--- src/rtl/pipe_stall_ctrl.sv ---
// Central stall controller for the 5-stage pipeline: merges ID/EX/MEM stall
// requests, sequences multi-cycle EX ops and counts PC-stall cycles.
module pipe_stall_ctrl #(
    parameter int CNT_W  = 6,
    parameter int PERF_W = 32
) (
    input  logic              i_clk,
    input  logic              i_rst,
    input  logic              i_stallreq_id,
    input  logic              i_stallreq_ex,
    input  logic              i_stallreq_mem,
    input  logic              i_mc_start,
    input  logic [CNT_W-1:0]  i_mc_len,
    input  logic              i_mc_cancel,
    input  logic              i_perf_clr,
    output logic [5:0]        o_stall,
    output logic              o_mc_busy,
    output logic [CNT_W-1:0]  o_mc_cnt,
    output logic              o_mc_done,
    output logic [PERF_W-1:0] o_stall_cnt
);

    localparam logic [0:0] ST_IDLE = 1'b0;
    localparam logic [0:0] ST_RUN  = 1'b1;

    logic [0:0]        r_state;
    logic [CNT_W-1:0]  r_cnt;
    logic [CNT_W-1:0]  r_len;
    logic [PERF_W-1:0] r_stall_cnt;

    logic w_len_multi;
    logic w_last;
    logic w_seq_req;
    logic w_ex_req;

    assign w_len_multi = (i_mc_len >= CNT_W'(2));
    assign w_last      = (r_cnt == (r_len - CNT_W'(1)));
    assign w_ex_req    = i_stallreq_ex | w_seq_req;

    // Sequencer's own hold request; cancel and reset drop it immediately
    always_comb begin
        w_seq_req = 1'b0;
        case (r_state)
            ST_IDLE: w_seq_req = i_mc_start & w_len_multi;
            ST_RUN:  w_seq_req = ~w_last;
            default: w_seq_req = 1'b0;
        endcase
        if (i_mc_cancel || i_rst) begin
            w_seq_req = 1'b0;
        end else begin
            w_seq_req = w_seq_req;
        end
    end

    // Stall vector: a stage stalls itself and everything upstream; WB never stalls
    always_comb begin
        o_stall = 6'b000000;
        if (i_rst) begin
            o_stall = 6'b000000;
        end else if (i_stallreq_mem) begin
            o_stall = 6'b011111;
        end else if (w_ex_req) begin
            o_stall = 6'b001111;
        end else if (i_stallreq_id) begin
            o_stall = 6'b000111;
        end else begin
            o_stall = 6'b000000;
        end
    end

    // Sequencer status outputs; mc_done holds through MEM-stall freezes of the last cycle
    always_comb begin
        o_mc_done = 1'b0;
        o_mc_busy = 1'b0;
        o_mc_cnt  = {CNT_W{1'b0}};
        if (i_rst) begin
            o_mc_done = 1'b0;
        end else begin
            case (r_state)
                ST_IDLE: o_mc_done = i_mc_start & ~w_len_multi & ~i_mc_cancel;
                ST_RUN: begin
                    o_mc_done = w_last & ~i_mc_cancel;
                    o_mc_busy = 1'b1;
                    o_mc_cnt  = r_cnt;
                end
                default: o_mc_done = 1'b0;
            endcase
        end
    end

    // Multi-cycle op sequencer state
    always_ff @(posedge i_clk) begin
        if (i_rst) begin
            r_state <= ST_IDLE;
            r_cnt   <= {CNT_W{1'b0}};
            r_len   <= {CNT_W{1'b0}};
        end else if (i_mc_cancel) begin
            r_state <= ST_IDLE;
            r_cnt   <= {CNT_W{1'b0}};
        end else begin
            case (r_state)
                ST_IDLE: begin
                    // A start under MEM stall is simply re-sampled next cycle
                    if (i_mc_start && w_len_multi && !i_stallreq_mem) begin
                        r_state <= ST_RUN;
                        r_len   <= i_mc_len;
                        r_cnt   <= CNT_W'(1);
                    end
                end
                ST_RUN: begin
                    if (i_stallreq_mem) begin
                        r_cnt <= r_cnt;
                    end else if (w_last) begin
                        r_state <= ST_IDLE;
                        r_cnt   <= {CNT_W{1'b0}};
                    end else begin
                        r_cnt <= r_cnt + CNT_W'(1);
                    end
                end
                default: begin
                    r_state <= ST_IDLE;
                    r_cnt   <= {CNT_W{1'b0}};
                end
            endcase
        end
    end

    // Saturating count of cycles in which the PC is held
    always_ff @(posedge i_clk) begin
        if (i_rst || i_perf_clr) begin
            r_stall_cnt <= {PERF_W{1'b0}};
        end else if (o_stall[0] && !(&r_stall_cnt)) begin
            r_stall_cnt <= r_stall_cnt + PERF_W'(1);
        end
    end

    assign o_stall_cnt = r_stall_cnt;

endmodule

--- config.mk ---
export PLATFORM = sky130hd
export DESIGN_NAME = pipe_stall_ctrl
export DESIGN_NICKNAME = d
export VERILOG_FILES = /design/src/rtl/pipe_stall_ctrl.sv
export SDC_FILE = /design/constraint.sdc
export NUM_CORES = 1
export LEC_CHECK = 0
export BUFFER_PORTS_ARGS = -buffer_cell sky130_fd_sc_hd__buf_4
export CAP_MARGIN = 10
export CORE_MARGIN = 2
export CORE_UTILIZATION = 59
export CTS_CLUSTER_SIZE = 24
export DETAILED_ROUTE_END_ITERATION = 8
export PLACE_DENSITY = 0.85
export SYNTH_ARGS = -nofsm -noshare
export SYNTH_HDL_FRONTEND = slang
export SYNTH_SLANG_ARGS = --single-unit
--- constraint.sdc ---
create_clock -name i_clk -period 6.9 [get_ports i_clk]
set_input_delay 0.345 -clock i_clk [delete_from_list [all_inputs] [get_ports i_clk]]
set_output_delay 0.345 -clock i_clk [all_outputs]
set_load 0.01 [all_outputs]
# Word level (Yosys, flattened, before mapping)

Cells that the tools add are included.

Add/subtract/negate cells: 3
$mul: 0
Div/mod/pow operators: 0
Magnitude comparators: 1
Equal/unequal tests: 3
Shifts and indexed selects: 0
Muxes and demuxes: 20
Bitwise operators: 9
Reduce and logical (&&, ||, !) cells: 11

Operators by type and width:

| cell                    | count |
|---|---|
| $add A32 B1 Y32 const B | 1 |
| $reduce_and A32 Y1      | 1 |
| $mux W6                 | 5 |
| $pmux W6 S2             | 1 |
| $mux W5                 | 2 |
| $mux W1                 | 7 |
| $add A6 B1 Y6 const B   | 1 |
| $eq A6 B6 Y1            | 1 |
| $ge A6 B2 Y1 const B    | 1 |
| $pmux W1 S2             | 3 |
| $sub A6 B1 Y6 const B   | 1 |
| $and A1 B1 Y1           | 4 |
| $mux W4                 | 1 |
| $ne A2 B2 Y1 const B    | 2 |
| $not A1 Y1              | 4 |
| $logic_and A1 B1 Y1     | 3 |
| $mux W3                 | 1 |
| $reduce_and A3 Y1       | 1 |
| $logic_not A1 Y1        | 2 |
| $logic_or A1 B1 Y1      | 2 |
| $reduce_and A2 Y1       | 1 |
| $reduce_or A2 Y1        | 1 |
| $or A1 B1 Y1            | 1 |

Register bits: 45
Latch bits: 0
RAM bits: 0
Bits in read-only memories: 0
Output and inout port bits: 46
Memories kept: 0

# Logic depth before layout (Yosys ltp)

Gate-level depths: netlist (run 1).

Depth after elaboration: 10
Depth in mapped cells: 10

# Least setup slack after synthesis (run 1)

Ideal clock, no wire load.

Kind: register to output
Start: register r_len[0]
End: output port o_stall[1]
Data arrival time: 2,199 ps
Data required time: 6,555 ps
Slack: 4,356 ps
Stages on the path, launching flop included: 11
Path buffers: 3
Path through: dfxtp_1 -> inv_1 -> ha_1 -> xor2_1 -> nand2_1 -> o41a_1 -> a211oi_4 -> buf_6 -> buf_6 -> nor2_1 -> buf_4

Cells in the longest elaborated chain, start to end: 9

RTL lines:

| item                   | line | RTL |
|---|---|---|
| from (decl)            | 28   | `logic [CNT_W-1:0] r_len;` |
| from (signal assigned) | 96   | `r_len <= {CNT_W{1'b0}};` |
| from (signal assigned) | 106  | `r_len <= i_mc_len;` |
| $sub A6 B1 Y6          | 37   | `assign w_last = (r_cnt == (r_len - CNT_W'(1)));` |
| $eq A6 B6 Y1           | 37   |  |
| $not A1 Y1             | 45   | `ST_RUN: w_seq_req = ~w_last;` |
| $pmux W1 S2            | 43   | `case (r_state)` |
| $mux W1                | 48   | `if (i_mc_cancel \|\| i_rst) begin` |
| $or A1 B1 Y1           | 38   | `assign w_ex_req = i_stallreq_ex \| w_seq_req;` |
| $mux W4                | 62   | `end else if (w_ex_req) begin` |
| $mux W5                | 60   | `end else if (i_stallreq_mem) begin` |
| $mux W5                | 58   | `if (i_rst) begin` |
| to (decl)              | 16   | `output logic [5:0] o_stall,` |

No other way between the ends.

# Worst setup path in the final report (run 1)

Start: register r_len[0]
End: output port o_stall[2]

The elaborated chain is that of the path after synthesis.

==> results.sh, run 1 <==
export IMPL_vias_per_cell=6.24
export IMPL_hold_class="in -> reg"
export IMPL_antenna_found_initial=0
export IMPL_num_nets_final=406
export IMPL_synthCells=345
export IMPL_cts_setup_buffers=0
export IMPL_overflow=0
export IMPL_synthTopCellsByCount="45 x dfxtp_1, 25 x nor2_1, 24 x nand2_1"
export IMPL_syn_avg_cell_area_um2=8.26
export IMPL_r2r_start="r_len[0]"
export IMPL_hpwl_um=4680
export IMPL_ant_nets=0
export IMPL_area_growth_pct=15.1
export IMPL_wl_um=6630
export IMPL_synth_edf_count=0
export IMPL_min_to="r_len[0]"
export IMPL_drt_iter0_markers=158
export IMPL_ys_seq_elements=45
export IMPL_syn_nets=362
export IMPL_final_max_slew_viol_count=0
export IMPL_die_height_um=73.5
export IMPL_seqPwrFrac_pct=56.6
export IMPL_power_frac_comb_pct=10.4
export IMPL_fmax_mhz=302
export IMPL_yosysMostFrequentCell="dfxtp_1"
export IMPL_track_usage_pct=24.6
export IMPL_r2r_end="o_stall_cnt[4]"
export IMPL_drive_above_1_share_pct=25.0
export IMPL_netlist_area_leader_share_pct=31.6
export IMPL_cts_buffers=5
export IMPL_synthFlopType="dfxtp_1"
export IMPL_cap_violations=0
export IMPL_synth_warnings=0
export IMPL_setup_ws_ns=3.59
export IMPL_worstMarginPinSlew_ns=0.996
export IMPL_io_pins=60
export IMPL_min_period_ns=3.31
export IMPL_num_vias=2759
export IMPL_grt_max_degree=49
export IMPL_ys_types=54
export IMPL_clkTransAtPathRegs_ns=0.07
export IMPL_placed_area_mm2=0.00320
export IMPL_intPower_uw=347
export IMPL_crit_fanout=29
export IMPL_r2r_worst_path_cells=9
export IMPL_cts_root_buf="clkbuf_8"
export IMPL_synth_area_leaders="dfxtp_1 32%, a21oi_2 5.2%, or4_1 5.0%"
export IMPL_grt_pass1_wl_um=10700
export IMPL_clockBufferDepth=2
export IMPL_yosysSeqAreaShare_pct=31.6
export IMPL_p_per_area_mw_per_mm2=143
export IMPL_rrSetupSlack_ns=3.81
export IMPL_cts_sinks=45
export IMPL_p_clk_share_pct=33.0
export IMPL_finalSetupTns_ns=0
export IMPL_wl_per_cell_um=15.0
export IMPL_final_util_pct=69.9
export IMPL_rows=25
export IMPL_p_sw_share_pct=25.8
export IMPL_hold_depth=3
export IMPL_rsz0062_at_grt="false"
export IMPL_start_kind="flip-flop"
export IMPL_async_flop_share_pct=0
export IMPL_final_hold_viol_count=0
export IMPL_period_share_pct=48.0
export IMPL_diodes=0
export IMPL_tritoncts="yes"
export IMPL_drt_pass1_iterations=6
export IMPL_fin_area_mm2=0.00328
export IMPL_clkLatencyLatePin_ns=0.30
export IMPL_pre_cts_ws_ns=3.82
export IMPL_htreeDepth=2
export IMPL_endpoint_kind="output pin"
export IMPL_grt_pass1_vias=2408
export IMPL_slew_headroom_pct=33.4
export IMPL_dp_cells=436
export IMPL_leakage_nw=1.19
export IMPL_dieArea_mm2=0.00540
export IMPL_synth_top_area_cell="dfxtp_1"
export IMPL_synth_cell_area_mm2=0.00285
export IMPL_setup_viol=0
export IMPL_vdd_ir_drop_max_uv=122
export IMPL_cts_repair_resized=0
export IMPL_final_cells=442
export IMPL_worst_endpoint_required_ns=6.55
export IMPL_hp_start="i_mc_len[0]"
export IMPL_postCtsHoldBufs=0
export IMPL_io_buffers=58
export IMPL_finalClockSkew_ns=0.0111
export IMPL_status="finished clean"
export IMPL_arrival_ns=2.97
export IMPL_coreArea_mm2=0.00469
export IMPL_die_w_um=73.5
export IMPL_worstSetupPathType="reg -> out"
export IMPL_start_util_pct=60.7
export IMPL_drc=0
export IMPL_power_switching_uw=121
export IMPL_gp_congestion=0.941
==> per-stage QoR <==
stage / hold slack [ns] / power [mW]
2_1_floorplan: 0.472 / 0.307
3_3_place_gp: 0.491 / 0.318
3_5_place_dp: 0.501 / 0.319
4_1_cts: 0.288 / 0.469
5_1_grt: 0.310 / 0.484
6_report: 0.292 / 0.468
==> worst max-delay path, stage by stage (launching register included) <==
cell,delay [ns]
dfxtp_1,0.43
inv_1,0.07
ha_1,0.31
xor2_1,0.15
nand2_1,0.09
o41a_1,0.41
a211oi_4,0.85
nor2_1,0.16
buf_4,0.20
==> cell families (layout without fill, tap and decap cells) <==
kind of cell | Yosys count | after routing | share of synthesized area [%]
compound gates | 75 | 75 | 19.6
xor+xnor | 11 | 11 | 3.38
fa+ha+maj | 3 | 3 | 1.32
buf+inv | 33 | 76 | 6.89
flops | 45 | 45 | 31.6
mux | 9 | 9 | 3.16
other cells | 1 | 1 | 0.132
simple gates | 168 | 168 | 33.9
==> cell type report <==
class / instances / area [um2]
sequential: 45 / 901
timing repair buffer: 59 / 443
inverter: 11 / 41.3
clock inverter: 1 / 5.00
multi-input combinational: 267 / 1750
fill: 377 / 1410
tap: 54 / 67.6
clock buffer: 5 / 68.8
==> state kept, by name, indices dropped and copies added (netlist names) <==
name,cells
o_stall_cnt,32
r_cnt,6
r_len,6
r_state,1
==> power groups by stage <==
| stage | Sequential (mW) | Clock (mW) | Combinational [mW] |
|---|---|---|---|
| final | 0.265 | 0.154 | 0.0488 |
| after global routing | 0.265 | 0.165 | 0.0538 |
| after CTS | 0.265 | 0.156 | 0.0489 |
| after detailed placement | 0.271 | 0 | 0.0487 |
| after global placement | 0.271 | 0 | 0.0478 |
| after floorplan | 0.270 | 0 | 0.0368 |
==> worst max path at each step <==
stage / from / to / slack, ns / cells past startpoint
2_1_floorplan: r_len[0] / o_stall[1] / 4.36 / 10
4_1_cts: r_len[0] / o_stall[2] / 3.57 / 8
3_5_place_dp: r_len[0] / o_stall_cnt[5] / 3.82 / 9
5_1_grt: r_len[0] / o_stall[2] / 3.35 / 8
3_3_place_gp: i_mc_len[2] / o_stall_cnt[2] / 3.91 / 8
6_report: r_len[0] / o_stall[2] / 3.59 / 8
==> routing by layer <==
| metal | part of all wire [%] | global-route usage (%) |
|---|---|---|
| met3 | 5.0 | 4.53 |
| met1 | 46 | 32.6 |
| met4 | 1.3 | 8.08 |
| met2 | 47 | 40.3 |
| met5 | 0 | 0 |
==> placed cells by master, fill, tap and decap left out, types with 5 or more instances in the layout <==
cell	netlist	routed
and3_1	6	6
and2_1	9	9
buf_4	3	59
nand3_1	20	20
or4_1	19	19
a21oi_1	10	10
clkbuf_8	0	5
nand4_1	11	11
xor2_1	7	7
nor4_1	8	8
o21ai_0	5	5
or3_1	18	18
o21ai_1	9	9
nor3_1	6	6
dfxtp_1	45	45
nand2_1	24	24
inv_1	11	11
nor2_1	25	25
o31ai_1	12	12
mux2i_1	9	9
a21oi_2	17	17
Note: power is estimated with default switching activity, not from simulation.
==> inputs of run 2 (changes only) <==
--- a/config.mk
+++ b/config.mk
@@ -8,10 +8,10 @@
 export BUFFER_PORTS_ARGS = -buffer_cell sky130_fd_sc_hd__buf_4
 export CAP_MARGIN = 10
 export CORE_MARGIN = 2
-export CORE_UTILIZATION = 59
+export CORE_UTILIZATION = 55
 export CTS_CLUSTER_SIZE = 24
 export DETAILED_ROUTE_END_ITERATION = 8
-export PLACE_DENSITY = 0.85
+export PLACE_DENSITY = 0.8
 export SYNTH_ARGS = -nofsm -noshare
 export SYNTH_HDL_FRONTEND = slang
 export SYNTH_SLANG_ARGS = --single-unit
==> constraint.sdc (replaced) <==
create_clock -name i_clk -period 3.5 [get_ports i_clk]
set_input_delay 0.175 -clock i_clk [delete_from_list [all_inputs] [get_ports i_clk]]
set_output_delay 0.175 -clock i_clk [all_outputs]
set_load 0.01 [all_outputs]
==> results.sh, run 2 (synthesis results as in run 1) <==
export IMPL_slowest_delay_ns=0.46
export IMPL_hold_class="in -> reg"
export IMPL_finalClockSkew_ns=0.00888
export IMPL_largest_register_ffs=32
export IMPL_die_height_um=76.0
export IMPL_tritoncts="yes"
export IMPL_final_cell_mix="59 x buf_4, 45 x dfxtp_1, 25 x nor2_1, 24 x nand2_1, 20 x nand3_1"
export IMPL_rrSetupSlack_ns=0.87
export IMPL_fmax_mhz=341
export IMPL_critPathSlowestCell="buf_4"
export IMPL_wl_per_cell_um=14.7
export IMPL_finalSetupTns_ns=0
export IMPL_r2r_worst_path_cells=9
export IMPL_io_pins=60
export IMPL_clkTransAtPathRegs_ns=0.08
export IMPL_crit_path_end="o_stall[1]"
export IMPL_arrival_ns=2.76
export IMPL_ant_nets=0
export IMPL_drc=0
export IMPL_area_growth_pct=16.3
export IMPL_drt_pass1_iterations=4
export IMPL_antenna_found_initial=0
export IMPL_drive_above_1_share_pct=25.4
export IMPL_dieArea_mm2=0.00577
export IMPL_clockBufferDepth=2
export IMPL_crit_family="buffers and inverters"
export IMPL_holdWs_ns=0.120
export IMPL_min_period_ns=2.93
export IMPL_drt_iter0_markers=202
export IMPL_gp_congestion=0.873
export IMPL_clkLatencyLatePin_ns=0.30
export IMPL_cp_num_buf_inv=3
export IMPL_final_max_slew_viol_count=0
export IMPL_slew_headroom_pct=49.9
export IMPL_io_buffers=58
export IMPL_cap_violations=0
export IMPL_grt_max_degree=56
export IMPL_vdd_ir_drop_max_uv=187
export IMPL_htreeDepth=2
export IMPL_dp_cells=452
export IMPL_start_util_pct=56.5
export IMPL_postCtsHoldBufs=0
export IMPL_worstSetupPathType="reg -> out"
export IMPL_endpoint_kind="output pin"
export IMPL_coreArea_mm2=0.00504
export IMPL_leakage_nw=1.20
export IMPL_die_w_um=76.0
export IMPL_overflow=0
export IMPL_worstMarginPinSlew_ns=0.748
export IMPL_num_nets_final=406
export IMPL_cts_buffers=5
export IMPL_hpwl_um=4870
export IMPL_crit_fanout=55
export IMPL_period_share_pct=83.7
export IMPL_worst_endpoint_required_ns=3.32
export IMPL_track_usage_pct=22.9
export IMPL_cts_repair_resized=0
export IMPL_cts_root_buf="clkbuf_8"
export IMPL_rows=26
export IMPL_status="finished clean"
export IMPL_crit_chain="inv_1, ha_1, xor2_1, nand2_1, o41a_1, a211oi_4, buf_4, nor2_1, buf_4"
export IMPL_diodes=0
export IMPL_cts_setup_buffers=0
export IMPL_grt_pass1_vias=2306
export IMPL_p_per_area_mw_per_mm2=288
export IMPL_crit_top_cell="buf_4"
export IMPL_critPathLaunch="r_len[0]"
export IMPL_final_hold_viol_count=0
export IMPL_r2r_start="r_len[0]"
export IMPL_final_cells=460
export IMPL_num_vias=2763
export IMPL_start_kind="flip-flop"
export IMPL_r2r_end="o_stall_cnt[3]"
export IMPL_wl_um=6780
export IMPL_vias_per_cell=6.01
export IMPL_crit_cells=9
export IMPL_grt_pass1_wl_um=11200
export IMPL_cts_sinks=45
export IMPL_rsz0062_at_grt="false"
export IMPL_setup_viol=0
export IMPL_layout_commonest_cell="buf_4"
==> run 2: power breakdown <==
group          switching, mW  internal [mW]
Sequential           0.00640          0.515
Combinational         0.0595         0.0371
Clock                  0.194          0.142
Total                  0.260          0.695
==> run 2: through the flow <==
step	total power, mW	area, um2	util, %	worst slack, ns
6_report	0.955	3310	65.7	0.570
4_1_cts	0.958	3310	65.7	0.591
2_1_floorplan	0.604	2850	-	1.13
3_5_place_dp	0.629	3220	63.9	0.883
3_3_place_gp	0.627	3220	63.9	0.990
5_1_grt	0.995	3310	65.7	0.396
==> run 2: tightest hold or removal path, delay by kind of cell <==
kind                   cells  cell delay [ns]
and+or+nand+nor            1             0.07
buffers and inverters      1             0.08
muxes                      1             0.06
==> run 2: worst min path at each step <==
stage / from / end / slack, ns / depth (start not counted)
floorplan: i_mc_len[0] / r_len[0] / 0.32 / 2
global placement: i_mc_len[4] / r_len[4] / 0.42 / 3
detailed placement: i_mc_len[0] / r_len[0] / 0.42 / 3
CTS: i_mc_len[0] / r_len[0] / 0.12 / 3
global route: i_mc_len[0] / r_len[0] / 0.12 / 3
finish: i_mc_len[0] / r_len[0] / 0.12 / 3
==> run 2: layout make-up <==
class / instances / area (um2)
clock buffer: 5 / 68.8
tap: 70 / 87.6
timing repair buffer: 59 / 443
sequential: 45 / 901
inverter: 11 / 41.3
fill: 435 / 1730
clock inverter: 3 / 21.3
multi-input combinational: 267 / 1750
==> run 2: metal layers <==
layer	vias to the layer above	GRT usage [%]	part of all wire [%]
li1	1378	-	-
met1	1285	32.3	47
met2	89	37.2	47
met3	11	3.08	5.0
met4	0	6.18	1.2
met5	-	0	0
==> inputs of run 3 (changes only) <==
--- a/config.mk
+++ b/config.mk
@@ -5,6 +5,7 @@
 export SDC_FILE = /design/constraint.sdc
 export NUM_CORES = 1
 export LEC_CHECK = 0
+export ABC_AREA = 1
 export BUFFER_PORTS_ARGS = -buffer_cell sky130_fd_sc_hd__buf_4
 export CAP_MARGIN = 10
 export CORE_MARGIN = 2
==> constraint.sdc (replaced) <==
create_clock -name i_clk -period 2.8 [get_ports i_clk]
set_input_delay 0.14 -clock i_clk [delete_from_list [all_inputs] [get_ports i_clk]]
set_output_delay 0.14 -clock i_clk [all_outputs]
set_load 0.01 [all_outputs]
==> results.sh, run 3 <==
export IMPL_final_hold_viol_count=0
export IMPL_worstMarginPinSlew_ns=0.979
export IMPL_io_pins=60
export IMPL_fmax_mhz=384
export IMPL_syn_avg_cell_area_um2=6.46
export IMPL_crit_fanout=19
export IMPL_hpwl_um=6030
export IMPL_drt_pass1_iterations=5
export IMPL_rrSetupSlack_ns=0.45
export IMPL_cts_repair_resized=0
export IMPL_io_buffers=58
export IMPL_die_w_um=76.3
export IMPL_ant_nets=0
export IMPL_track_usage_pct=27.0
export IMPL_drive_above_1_share_pct=17.6
export IMPL_worstSetupPathType="reg -> out"
export IMPL_crit_top_cell="nand2_1"
export IMPL_hold_depth=4
export IMPL_synthCells=445
export IMPL_area_growth_pct=19.8
export IMPL_start_kind="flip-flop"
export IMPL_yosysMostFrequentCell="nand2_1"
export IMPL_gp_congestion=1.01
export IMPL_num_nets_final=516
export IMPL_cap_violations=0
export IMPL_die_height_um=76.3
export IMPL_endpoint_kind="output pin"
export IMPL_antenna_found_initial=0
export IMPL_setup_viol=0
export IMPL_synth_warnings=0
export IMPL_yosysSeqAreaShare_pct=31.3
export IMPL_final_cell_mix="115 x nand2_1, 65 x buf_4, 49 x nor2_1, 45 x nand3_1, 45 x dfxtp_1"
export IMPL_finalClockSkew_ns=0.00572
export IMPL_cts_setup_buffers=0
export IMPL_r2r_worst_path_cells=15
export IMPL_largest_register_ffs=32
export IMPL_synth_area_leaders="dfxtp_1 31%, nand2_1 15%, nand3_1 7.8%"
export IMPL_synthTopCellsByCount="115 x nand2_1, 49 x nor2_1, 45 x dfxtp_1, 45 x nand3_1, 41 x a21oi_1"
export IMPL_overflow=0
export IMPL_slowest_delay_ns=0.37
export IMPL_postCtsHoldBufs=0
export IMPL_netlist_area_leader_share_pct=31.3
export IMPL_slew_headroom_pct=34.7
export IMPL_synth_cell_area_mm2=0.00288
export IMPL_hold_class="in -> reg"
export IMPL_status="finished clean"
export IMPL_rows=26
export IMPL_cts_buffers=5
export IMPL_tritoncts="yes"
export IMPL_wl_per_cell_um=13.7
export IMPL_r2r_end="o_stall_cnt[25]"
export IMPL_critPathSlowestCell="dfxtp_1"
export IMPL_clockBufferDepth=2
export IMPL_setup_ws_ns=0.194
export IMPL_async_flop_share_pct=0
export IMPL_min_period_ns=2.61
export IMPL_ys_seq_elements=45
export IMPL_hp_start="i_perf_clr"
export IMPL_arrival_ns=2.47
export IMPL_wl_um=7800
export IMPL_drc=0
export IMPL_r2r_start="r_len[0]"
export IMPL_num_vias=3114
export IMPL_grt_pass1_wl_um=12900
export IMPL_grt_pass1_vias=2691
export IMPL_min_to="o_stall_cnt[0]"
export IMPL_rsz0062_at_grt="false"
export IMPL_synth_top_area_cell="dfxtp_1"
export IMPL_syn_nets=462
export IMPL_pre_cts_ws_ns=0.470
export IMPL_cts_root_buf="clkbuf_8"
export IMPL_p_per_area_mw_per_mm2=371
export IMPL_leakage_nw=1.38
export IMPL_period_share_pct=93.1
export IMPL_cts_sinks=45
export IMPL_finalSetupTns_ns=0
export IMPL_vias_per_cell=5.47
export IMPL_diodes=0
export IMPL_crit_chain="inv_2, ha_1, or2_2, nand4_1, nor2_1, nand2_2, nand2_1, nand2_1, nand2_1, nand2_1, nand2_2, nand2_4, buf_4, buf_4"
export IMPL_layout_commonest_cell="nand2_1"
export IMPL_synthFlopType="dfxtp_1"
export IMPL_worst_endpoint_required_ns=2.66
export IMPL_clkLatencyLatePin_ns=0.30
export IMPL_final_max_slew_viol_count=0
export IMPL_htreeDepth=2
export IMPL_dieArea_mm2=0.00582
export IMPL_drt_iter0_markers=284
export IMPL_grt_max_degree=32
export IMPL_vdd_ir_drop_max_uv=206
export IMPL_clkTransAtPathRegs_ns=0.08
export IMPL_start_util_pct=56.7
export IMPL_ys_types=29
export IMPL_synth_edf_count=0
export IMPL_coreArea_mm2=0.00507
-- run 3: logic make-up after synthesis --
group / after synthesis / share of synthesized area (%)
buffers and inverters: 57 / 8.87
flip-flops: 45 / 31.3
other: 1 / 0.130
XOR/XNOR: 34 / 10.4
AO/OA/AOI/OAI: 52 / 9.22
adder cells (fa/ha/maj): 3 / 1.31
AND/OR/NAND/NOR: 253 / 38.8
-- run 3: cell type report --
class | instances | area (um2)
Tap cell | 70 | 87.6
Clock buffer | 5 | 68.8
Multi-Input combinational cell | 343 | 1720
Inverter | 39 | 146
Fill cell | 483 | 1630
Timing Repair Buffer | 65 | 488
Sequential cell | 45 | 901
Clock inverter | 2 | 35.0
-- run 3: where the power goes --
part	internal (mW)	total, mW	leakage (nW)	switching (mW)
Sequential	0.646	0.653	0.363	0.00639
Combinational	0.0534	0.143	0.964	0.0895
Clock	0.260	0.484	0.0540	0.224
Total	0.959	1.28	1.38	0.320
-- run 3: per-stage QoR --
step	power, mW	cells	hold WS (ns)	util (%)	instance area (um2)
after CTS	1.29	569	0.0799	67.9	3450
after global routing	1.34	569	0.0857	67.9	3450
final	1.28	569	0.0902	67.9	3450
after global placement	0.808	562	0.405	65.9	3340
after detailed placement	0.810	562	0.401	65.9	3340
after floorplan	0.767	445	0.296	-	2880
-- run 3: critical path, delay by kind of cell (launching register included) --
family | cells | cell delay (ns)
simple gates | 10 | 0.99
buf+inv | 3 | 0.50
flops | 1 | 0.37
fa+ha+maj | 1 | 0.30
-- run 3: how the worst max path moves through the flow --
stage,start,to,cells past startpoint,slack [ns]
after floorplan,r_len[0],o_stall[1],14,0.79
after detailed placement,r_len[0],o_stall_cnt[25],15,0.47
after global placement,r_len[0],o_stall_cnt[26],15,0.57
after global routing,r_len[0],o_stall[0],14,0.02
final,r_len[0],o_stall[0],14,0.19
after CTS,r_len[0],o_stall[0],14,0.20
-- run 3: routing by layer --
| metal | vias up | global-route usage (%) | wire [um] | part of all wire, % |
|---|---|---|---|---|
| li1 | 1554 | - | - | - |
| met5 | - | 0 | 0 | 0 |
| met2 | 126 | 42.7 | 3610 | 46 |
| met4 | 0 | 8.00 | 112 | 1.4 |
| met1 | 1423 | 37.6 | 3540 | 45 |
| met3 | 11 | 5.09 | 535 | 6.9 |
